<file path="src/rtl/gpio_ctrl_seq.sv">
// gpio_ctrl_seq: accepts a {sel, enable, drop} target over valid/ready and
// walks the registered GPIO control word {sel, drop, enable} through a
// break-before-make sequence so sel never moves while the mux is enabled.
//
//   state   | meaning
//   --------+--------------------------------------------------------
//   IDLE    | waiting for a command, s_ready high
//   DISABLE | enable forced low, old sel held, SETTLE_CYCLES dwell
//   SWITCH  | new sel applied with enable low, SETTLE_CYCLES dwell
//   DROP    | drop bit high, sel/enable unchanged, DROP_CYCLES dwell
//   APPLY   | requested enable applied, done pulses, one cycle
module gpio_ctrl_seq #(
  parameter int SETTLE_CYCLES = 4,
  parameter int DROP_CYCLES   = 8
) (
  input  logic       clk,
  input  logic       rst,
  input  logic [2:0] s_sel,
  input  logic       s_enable,
  input  logic       s_drop,
  input  logic       s_valid,
  output logic       s_ready,
  output logic [4:0] gpio,
  output logic       busy,
  output logic       done
);

  localparam int MAXC = (SETTLE_CYCLES > DROP_CYCLES) ? SETTLE_CYCLES : DROP_CYCLES;
  localparam int CW   = $clog2(MAXC + 1);
  localparam logic [CW-1:0] SETTLE_LOAD = CW'(SETTLE_CYCLES - 1);
  localparam logic [CW-1:0] DROP_LOAD   = CW'(DROP_CYCLES - 1);

  typedef enum logic [2:0] {
    IDLE    = 3'd0,
    DISABLE = 3'd1,
    SWITCH  = 3'd2,
    DROP    = 3'd3,
    APPLY   = 3'd4
  } state_t;

  state_t        state, state_n;
  logic [CW-1:0] cnt, cnt_n;
  logic [2:0]    cur_sel, cur_sel_n;
  logic          cur_en, cur_en_n;
  logic          cur_drop, cur_drop_n;
  logic [2:0]    cap_sel, cap_sel_n;
  logic          cap_en, cap_en_n;
  logic          cap_drop, cap_drop_n;
  logic          enter;
  logic [2:0]    tgt_sel;
  logic          tgt_en;

  // State, dwell counter, current GPIO fields and captured command
  always_ff @(posedge clk) begin
    if (rst) begin
      state    <= IDLE;
      cnt      <= '0;
      cur_sel  <= '0;
      cur_en   <= 1'b0;
      cur_drop <= 1'b0;
      cap_sel  <= '0;
      cap_en   <= 1'b0;
      cap_drop <= 1'b0;
    end else begin
      state    <= state_n;
      cnt      <= cnt_n;
      cur_sel  <= cur_sel_n;
      cur_en   <= cur_en_n;
      cur_drop <= cur_drop_n;
      cap_sel  <= cap_sel_n;
      cap_en   <= cap_en_n;
      cap_drop <= cap_drop_n;
    end
  end

  // Next-state selection plus the entry actions of the state being entered
  always_comb begin
    state_n    = state;
    cnt_n      = cnt;
    cur_sel_n  = cur_sel;
    cur_en_n   = cur_en;
    cur_drop_n = cur_drop;
    cap_sel_n  = cap_sel;
    cap_en_n   = cap_en;
    cap_drop_n = cap_drop;
    enter      = 1'b0;
    // At the accept edge the capture registers are not loaded yet, so the
    // entry actions must use the live inputs.
    tgt_sel    = (state == IDLE) ? s_sel : cap_sel;
    tgt_en     = (state == IDLE) ? s_enable : cap_en;

    case (state)
      IDLE: begin
        if (s_valid && s_ready) begin
          cap_sel_n  = s_sel;
          cap_en_n   = s_enable;
          cap_drop_n = s_drop;
          enter      = 1'b1;
          if ((s_sel != cur_sel) && cur_en) state_n = DISABLE;
          else if (s_sel != cur_sel)        state_n = SWITCH;
          else if (s_drop)                  state_n = DROP;
          else                              state_n = APPLY;
        end
      end
      DISABLE: begin
        // enable is already low here, so the sel change always follows
        if (cnt == '0) begin
          state_n = SWITCH;
          enter   = 1'b1;
        end else begin
          cnt_n = cnt - CW'(1);
        end
      end
      SWITCH: begin
        if (cnt == '0) begin
          state_n = cap_drop ? DROP : APPLY;
          enter   = 1'b1;
        end else begin
          cnt_n = cnt - CW'(1);
        end
      end
      DROP: begin
        if (cnt == '0) begin
          state_n = APPLY;
          enter   = 1'b1;
        end else begin
          cnt_n = cnt - CW'(1);
        end
      end
      APPLY: begin
        state_n = IDLE;
      end
      default: begin
        state_n = IDLE;
      end
    endcase

    if (enter) begin
      case (state_n)
        DISABLE: begin
          cur_en_n   = 1'b0;
          cur_drop_n = 1'b0;
          cnt_n      = SETTLE_LOAD;
        end
        SWITCH: begin
          cur_sel_n  = tgt_sel;
          cur_en_n   = 1'b0;
          cur_drop_n = 1'b0;
          cnt_n      = SETTLE_LOAD;
        end
        DROP: begin
          cur_drop_n = 1'b1;
          cnt_n      = DROP_LOAD;
        end
        APPLY: begin
          cur_en_n   = tgt_en;
          cur_drop_n = 1'b0;
          cnt_n      = '0;
        end
        default: begin
          cnt_n = '0;
        end
      endcase
    end
  end

  // Outputs come straight from registers; ready is also held low during reset
  always_comb begin
    gpio    = {cur_sel, cur_drop, cur_en};
    s_ready = (state == IDLE) && !rst;
    busy    = !s_ready;
    done    = (state == APPLY);
  end

endmodule

</file>
<file path="config.mk">
export PLATFORM = sky130hd
export DESIGN_NAME = gpio_ctrl_seq
export DESIGN_NICKNAME = d
export VERILOG_FILES = /design/src/rtl/gpio_ctrl_seq.sv
export SDC_FILE = /design/constraint.sdc
export NUM_CORES = 1
export LEC_CHECK = 0
export BUFFER_PORTS_ARGS = -buffer_cell sky130_fd_sc_hd__buf_2
export CAP_MARGIN = 15
export CELL_PAD_IN_SITES_DETAIL_PLACEMENT = 1
export CELL_PAD_IN_SITES_GLOBAL_PLACEMENT = 2
export CORE_MARGIN = 4
export CORE_UTILIZATION = 33
export CTS_BUF_LIST = sky130_fd_sc_hd__clkbuf_16
export CTS_CLUSTER_DIAMETER = 40
export DETAILED_ROUTE_END_ITERATION = 10
export PLACE_DENSITY = 0.8
export SETUP_SLACK_MARGIN = 0.02
export SYNTH_ARGS = -nofsm -noshare
export SYNTH_HDL_FRONTEND = slang
export SYNTH_SLANG_ARGS = --single-unit
</file>
<file path="constraint.sdc">
create_clock -name clk -period 2.4 [get_ports clk]
set_input_delay 0.48 -clock clk [delete_from_list [all_inputs] [get_ports clk]]
set_output_delay 0.48 -clock clk [all_outputs]
set_load 0.005 [all_outputs]
</file>
**Word level (Yosys, flattened, before mapping)**

Cells that the tools add are included.

- Output and inout port bits: 8
- Bits of input ports: 8
- Flip-flop bits (word level): 17

- Equal/unequal tests: 10
- Add/subtract/negate cells: 1
- Reduce and logical (&&, ||, !) cells: 18
- Muxes and demuxes: 20

Operator list:

| cell | count |
|---|---|
| $mux W3 | 9 |
| $eq A3 B2 Y1 const B | 4 |
| $mux W4 | 3 |
| $pmux W3 S4 | 1 |
| $reduce_and A2 Y1 | 5 |
| $eq A3 B1 Y1 const B | 2 |
| $eq A3 B3 Y1 const B | 2 |
| $pmux W1 S2 | 3 |
| $pmux W3 S2 | 1 |
| $reduce_bool A2 Y1 | 3 |
| $reduce_or A3 Y1 | 2 |
| $logic_not A4 Y1 | 1 |
| $sub A4 B1 Y4 const B | 1 |
| $logic_and A1 B1 Y1 | 3 |
| $logic_not A3 Y1 | 1 |
| $mux W1 | 3 |
| $ne A3 B3 Y1 | 1 |
| $logic_not A1 Y1 | 2 |
| $ne A2 B2 Y1 const B | 1 |
| $reduce_or A2 Y1 | 1 |

**Logic depth before layout (Yosys ltp)**

- Depth in word-level cells: 9
- Depth in mapped cells: 7
- Depth with buffers taken out: 7

**Least setup slack after synthesis**

Ideal clock, no wire load.

- Path type: input -> register
- Start: input port s_sel[1]
- End: register cur_en
- Data arrival time: 1.650 ns
- Required time: 2.255 ns
- Slack: 0.606 ns
- Cell stages on the path: 5
- Cell sequence: xor2_1 > or3_4 > and3_4 > o32ai_2 > a311oi_2

- Word-level cells in the longest chain between the ends: 9

RTL lines:

| what | line | RTL |
|---|---|---|
| start, declared | 18 | `input logic [2:0] s_sel,` |
| $ne A3 B3 Y1 * | 99, 100 |  |
| $mux W3 or $logic_and A1 B1 Y1 (tied branches) | 100, 99 |  |
| $mux W3 * | 99 | `if ((s_sel != cur_sel) && cur_en) state_n = DISABLE;` |
| $mux W3 * | 94 | `if (s_valid && s_ready) begin` |
| $pmux W3 S4 * | 92 | `case (state)` |
| $eq A3 B2 Y1 or $eq A3 B1 Y1 (tied branches) | 139 | `case (state_n)` |
| $reduce_or A2 Y1 (no line) | -- |  |
| $reduce_bool A2 Y1 (no line) | -- |  |
| $reduce_and A2 Y1 (no line) | -- |  |
| end signal, assigned | 68 | `cur_en <= cur_en_n;` |
| end, declared | 44 | `logic cur_en, cur_en_n;` |

Every way passes the cells marked *; elsewhere a longest branch is shown, timed or not.
A chain may end at the register's enable or synchronous reset.

**Final worst setup path**

- Start: register cnt[0]
- End: register cnt[0]

- Word-level cells in the longest chain between the ends: 7

RTL lines:

| what | line | RTL |
|---|---|---|
| start, declared | 42 | `logic [CW-1:0] cnt, cnt_n;` |
| start signal, assigned | 66 | `cnt <= cnt_n;` |
| $logic_not A4 Y1 | 107, 115, 123 |  |
| $mux W3 (on tied branches) | 123, 107, 115 |  |
| $pmux W3 S4 | 92 |  |
| $eq A3 B2 Y1 or $eq A3 B1 Y1 (tied branches) | 139 |  |
| $reduce_or A2 Y1 (no line) | -- |  |
| $pmux W3 S2 | 139 |  |
| $mux W4 | 138 | `if (enter) begin` |

Several ways; a longest one is shown, not always the timed one. The select of a mux whose other input is x is not followed.

==> qor.csv <==
stage,metric,value,unit
timing,number of slew-limit violations in the final report,0,
power_and_ir_drop,power share of the combinational group,32.7,%
run_status,result of the run,"complete, no violations",
detailed_routing,routed length per instance,15.2,microns
global_route,vias in the first global route,960,
detailed_routing,Residual DRC,0,
worst_setup_path,Critical R2R Launch,cnt[0],
detailed_routing,violation count after the first detailed-route iteration,38,
clock_network,clock latency on the worst-skew pair,0.24,ns
worst_hold_path,worst hold stages,2,
worst_setup_path,cells on worst reg2reg path,7,
worst_hold_path,Tightest Hold Check Type,flip-flop to flip-flop,
logic_synthesis,Post-Synthesis Cell Area,1040,sq um
logic_synthesis,share of the synthesized area in the top cell type,32.7,%
final_layout,layout cells sized above 1,25.0,%
logic_synthesis,Post-synth EDFFs,0,
detailed_routing,first-pass detailed-route iteration total,4,
logic_synthesis,Post-synth ARST share,0,%
global_route,largest net degree at the start of global routing,14,
worst_setup_path,worst setup path category,flip-flop to flip-flop,
worst_setup_path,sort of element at the start of the critical path,flip-flop,
clock_network,number of buffers inserted during clock tree synthesis,3,
power_and_ir_drop,Switching Share,33.7,%
worst_hold_path,origin of the worst min-delay path,cap_drop,
global_route,global-route wire length before repair,4580,microns
clock_network,"Reg clk slew, reported paths",0.05,ns
global_route,leftover overflow at the end of global routing,0,
clock_network,clock root buffer master,sky130_fd_sc_hd__clkbuf_16,
timing,measured slew at the worst slew-check pin,0.530,ns
power_and_ir_drop,P per Cell Area,841,nW/um^2
timing,count of endpoints failing setup in the final report,0,
power_and_ir_drop,Leak,0.509,nW
global_route,gr usage total,14.2,%
worst_setup_path,sequence of cells on the critical path,inv_1 > ha_1 > nor2b_1 > nand3_1 > a2bb2oi_1 > nand2_1 > a311oi_1,
timing,time the worst path needs with I/O delays and setup,1.98,ns
timing,post-route clock period utilization,82.5,%
logic_synthesis,fraction of the yosys area taken by sequential cells,32.7,%
final_layout,most used cells in the layout excluding fill and tap cells,"17 x sky130_fd_sc_hd__nand2_1, 17 x sky130_fd_sc_hd__dfxtp_1, 15 x sky130_fd_sc_hd__buf_2",
worst_setup_path,Worst Path Required,2.55,ns
detailed_routing,count of vias placed by the detailed router,913,
global_route,antenna violations before repair,0,
timing,f_max,505,MHz
placement,dpl ws,0.358,ns
power_and_ir_drop,Flop pwr share,35.5,%
logic_synthesis,cell types with the largest area share after synthesis,"sky130_fd_sc_hd__dfxtp_1 33%, sky130_fd_sc_hd__nand2_1 6.1%, sky130_fd_sc_hd__a21oi_1 4.8%",
clock_network,maximum root-to-sink buffer count,2,
worst_setup_path,register-to-register path setup slack,0.42,ns
floorplan,DIE AREA,4110,sq um
worst_setup_path,worst-path cell with the longest stage delay,sky130_fd_sc_hd__a2bb2oi_1,
timing,Final Hold Fails,0,
detailed_routing,routed via count divided by cell count,5.07,
final_layout,count of inserted antenna diode cells,0,
logic_synthesis,synthesized area per cell,8.59,sq um
worst_setup_path,CP Data Arrival Time,2.13,ns
clock_network,clock tree from TritonCTS,built,
timing,Max-slew headroom,64.4,%
floorplan,starting density of the core,34.3,%
placement,quantity of I/O buffers inserted on ports,15,
timing,sum of negative setup slack,0,ns
logic_synthesis,prevailing post-synth register cell,sky130_fd_sc_hd__dfxtp_1,
clock_network,CTS HTree Levels,1,
logic_synthesis,synthesized instance count,121,
floorplan,placement row count,20,
timing,setup repair after global routing missed its margin,no,
power_and_ir_drop,portion of total power attributed to the clock network,31.8,%
final_layout,Post-layout nets,146,
worst_setup_path,critical path capture point type,flip-flop,
logic_synthesis,"Net Count, Synth",130,
logic_synthesis,number of distinct library cell variants in the gate-level netlist after synthesis,41,
power_and_ir_drop,total chip power,1.03,mW
power_and_ir_drop,worst vdd ir,0.000472,V
detailed_routing,"antenna viol nets, final",0,
floorplan,number of placed I/O pins,16,
final_layout,synth-to-layout area growth,17.2,%
floorplan,Horiz. Die Dim,64.1,microns
logic_synthesis,count of state elements after synthesis,17,
timing,min setup slack post-route,0.420,ns
detailed_routing,total detailed-routing wirelength,2740,microns
placement,final weighted congestion in routability-driven placement,0.826,
worst_setup_path,Crit path largest cell delay,0.45,ns
logic_synthesis,Synth area leader,sky130_fd_sc_hd__dfxtp_1,
worst_hold_path,Hold Crit Endpoint,cap_drop,
clock_network,number of buffers inserted to repair setup after CTS,0,
floorplan,area of the placeable core,3030,sq um
logic_synthesis,synth warn,0,
clock_network,number of hold buffers added after CTS,0,
worst_setup_path,peak fanout along the critical path,5,
worst_setup_path,endpoint of the most critical register-to-register path,cnt[0],
flow_run,# Max-Cap Violations,0,
floorplan,Die H,64.1,microns
clock_network,Resized Gates After CTS,0,
placement,HPWL reported at the end of detailed placement,2040,microns
clock_network,clock net sink count,17,
timing,Post-Route Skew,0.00108,ns
power_and_ir_drop,Net Sw Power,0.345,mW
power_and_ir_drop,Int Pwr,0.680,mW
## power groups by stage
stage,logic (mW),registers (mW),clock network (mW)
3_5_place_dp,0.334,0.369,0
5_1_grt,0.378,0.370,0.350
3_3_place_gp,0.326,0.366,0
4_1_cts,0.340,0.363,0.330
6_report,0.336,0.364,0.326
2_1_floorplan,0.260,0.355,0
## per-layer routing
metal  share of wire, %  up-vias  global-route usage [%]  wire, microns
li1                   -      462                       -              -
met1                 45      430                    17.6           1230
met2                 50       15                    24.0           1370
met3                3.0        6                    2.46             83
met4                2.0        0                    6.33             55
met5                  0        -                       0              0
## through the flow
stage                     instance area (sq um)  cells  hold WS [ns]  utilization [%]
after global placement                     1140    176         0.446             37.6
final                                      1220    180         0.459             40.2
after detailed placement                   1140    176         0.456             37.6
after global routing                       1220    180         0.478             40.2
after CTS                                  1220    180         0.463             40.2
after floorplan                            1040    121         0.431                -
## registers in the layout, indices dropped and copies added, names as in the netlist
name	count
cnt	4
cap_sel	3
cur_sel	3
state	3
cap_drop	1
cap_en	1
cur_drop	1
cur_en	1
## how the worst max path moves through the flow
stage,slack (ns),end,from,depth (start not counted)
after floorplan,0.61,cur_en,s_sel[1],5
after global placement,0.41,cur_en,s_sel[1],6
after detailed placement,0.36,cur_en,s_sel[1],6
after CTS,0.38,cnt[0],cnt[0],7
after global routing,0.19,cur_sel[2],cnt[0],7
final,0.42,cnt[0],cnt[0],7
## kinds of logic (layout without fill, tap and decap cells)
kind of cell / after synthesis / after routing / share of synthesized area (%)
and+or+nand+nor: 50 / 50 / 27.7
AOI/OAI and AO/OA: 33 / 33 / 24.7
buffers and inverters: 12 / 27 / 6.50
DFF: 17 / 17 / 32.7
muxes: 4 / 4 / 3.85
adders and majority gates: 1 / 1 / 1.20
xor gates and xnor gates: 4 / 4 / 3.37
## cell usage after synthesis, types with 2 or more instances
cell                       number
sky130_fd_sc_hd__a21oi_1       10
sky130_fd_sc_hd__a311oi_1       4
sky130_fd_sc_hd__buf_4          2
sky130_fd_sc_hd__buf_6          2
sky130_fd_sc_hd__clkbuf_1       2
sky130_fd_sc_hd__dfxtp_1       17
sky130_fd_sc_hd__inv_1          6
sky130_fd_sc_hd__mux2i_1        4
sky130_fd_sc_hd__nand2_1       17
sky130_fd_sc_hd__nand3_1        3
sky130_fd_sc_hd__nor2_1        11
sky130_fd_sc_hd__nor2b_1        3
sky130_fd_sc_hd__nor3_1         3
sky130_fd_sc_hd__nor4_1         2
sky130_fd_sc_hd__o21ai_0        6
sky130_fd_sc_hd__or3_4          2
sky130_fd_sc_hd__xor2_1         3
## worst max-delay path, delay by kind of cell, from the launching register on
| family | cells | cell delay, ns |
|---|---|---|
| DFF | 1 | 0.39 |
| adders and majority gates | 1 | 0.22 |
| buffers and inverters | 1 | 0.06 |
| AOI/OAI and AO/OA | 2 | 0.75 |
| and+or+nand+nor | 3 | 0.46 |
## final cells by class
type                       count  area [sq um]
tap                           44          55.1
timing repair buffer          17          90.1
clock inverter                 1          3.75
sequential                    17           340
clock buffer                   3          75.1
fill                         368          1810
multi-input combinational     92           632
inverter                       6          22.5
(Power assumes the default switching activity.)
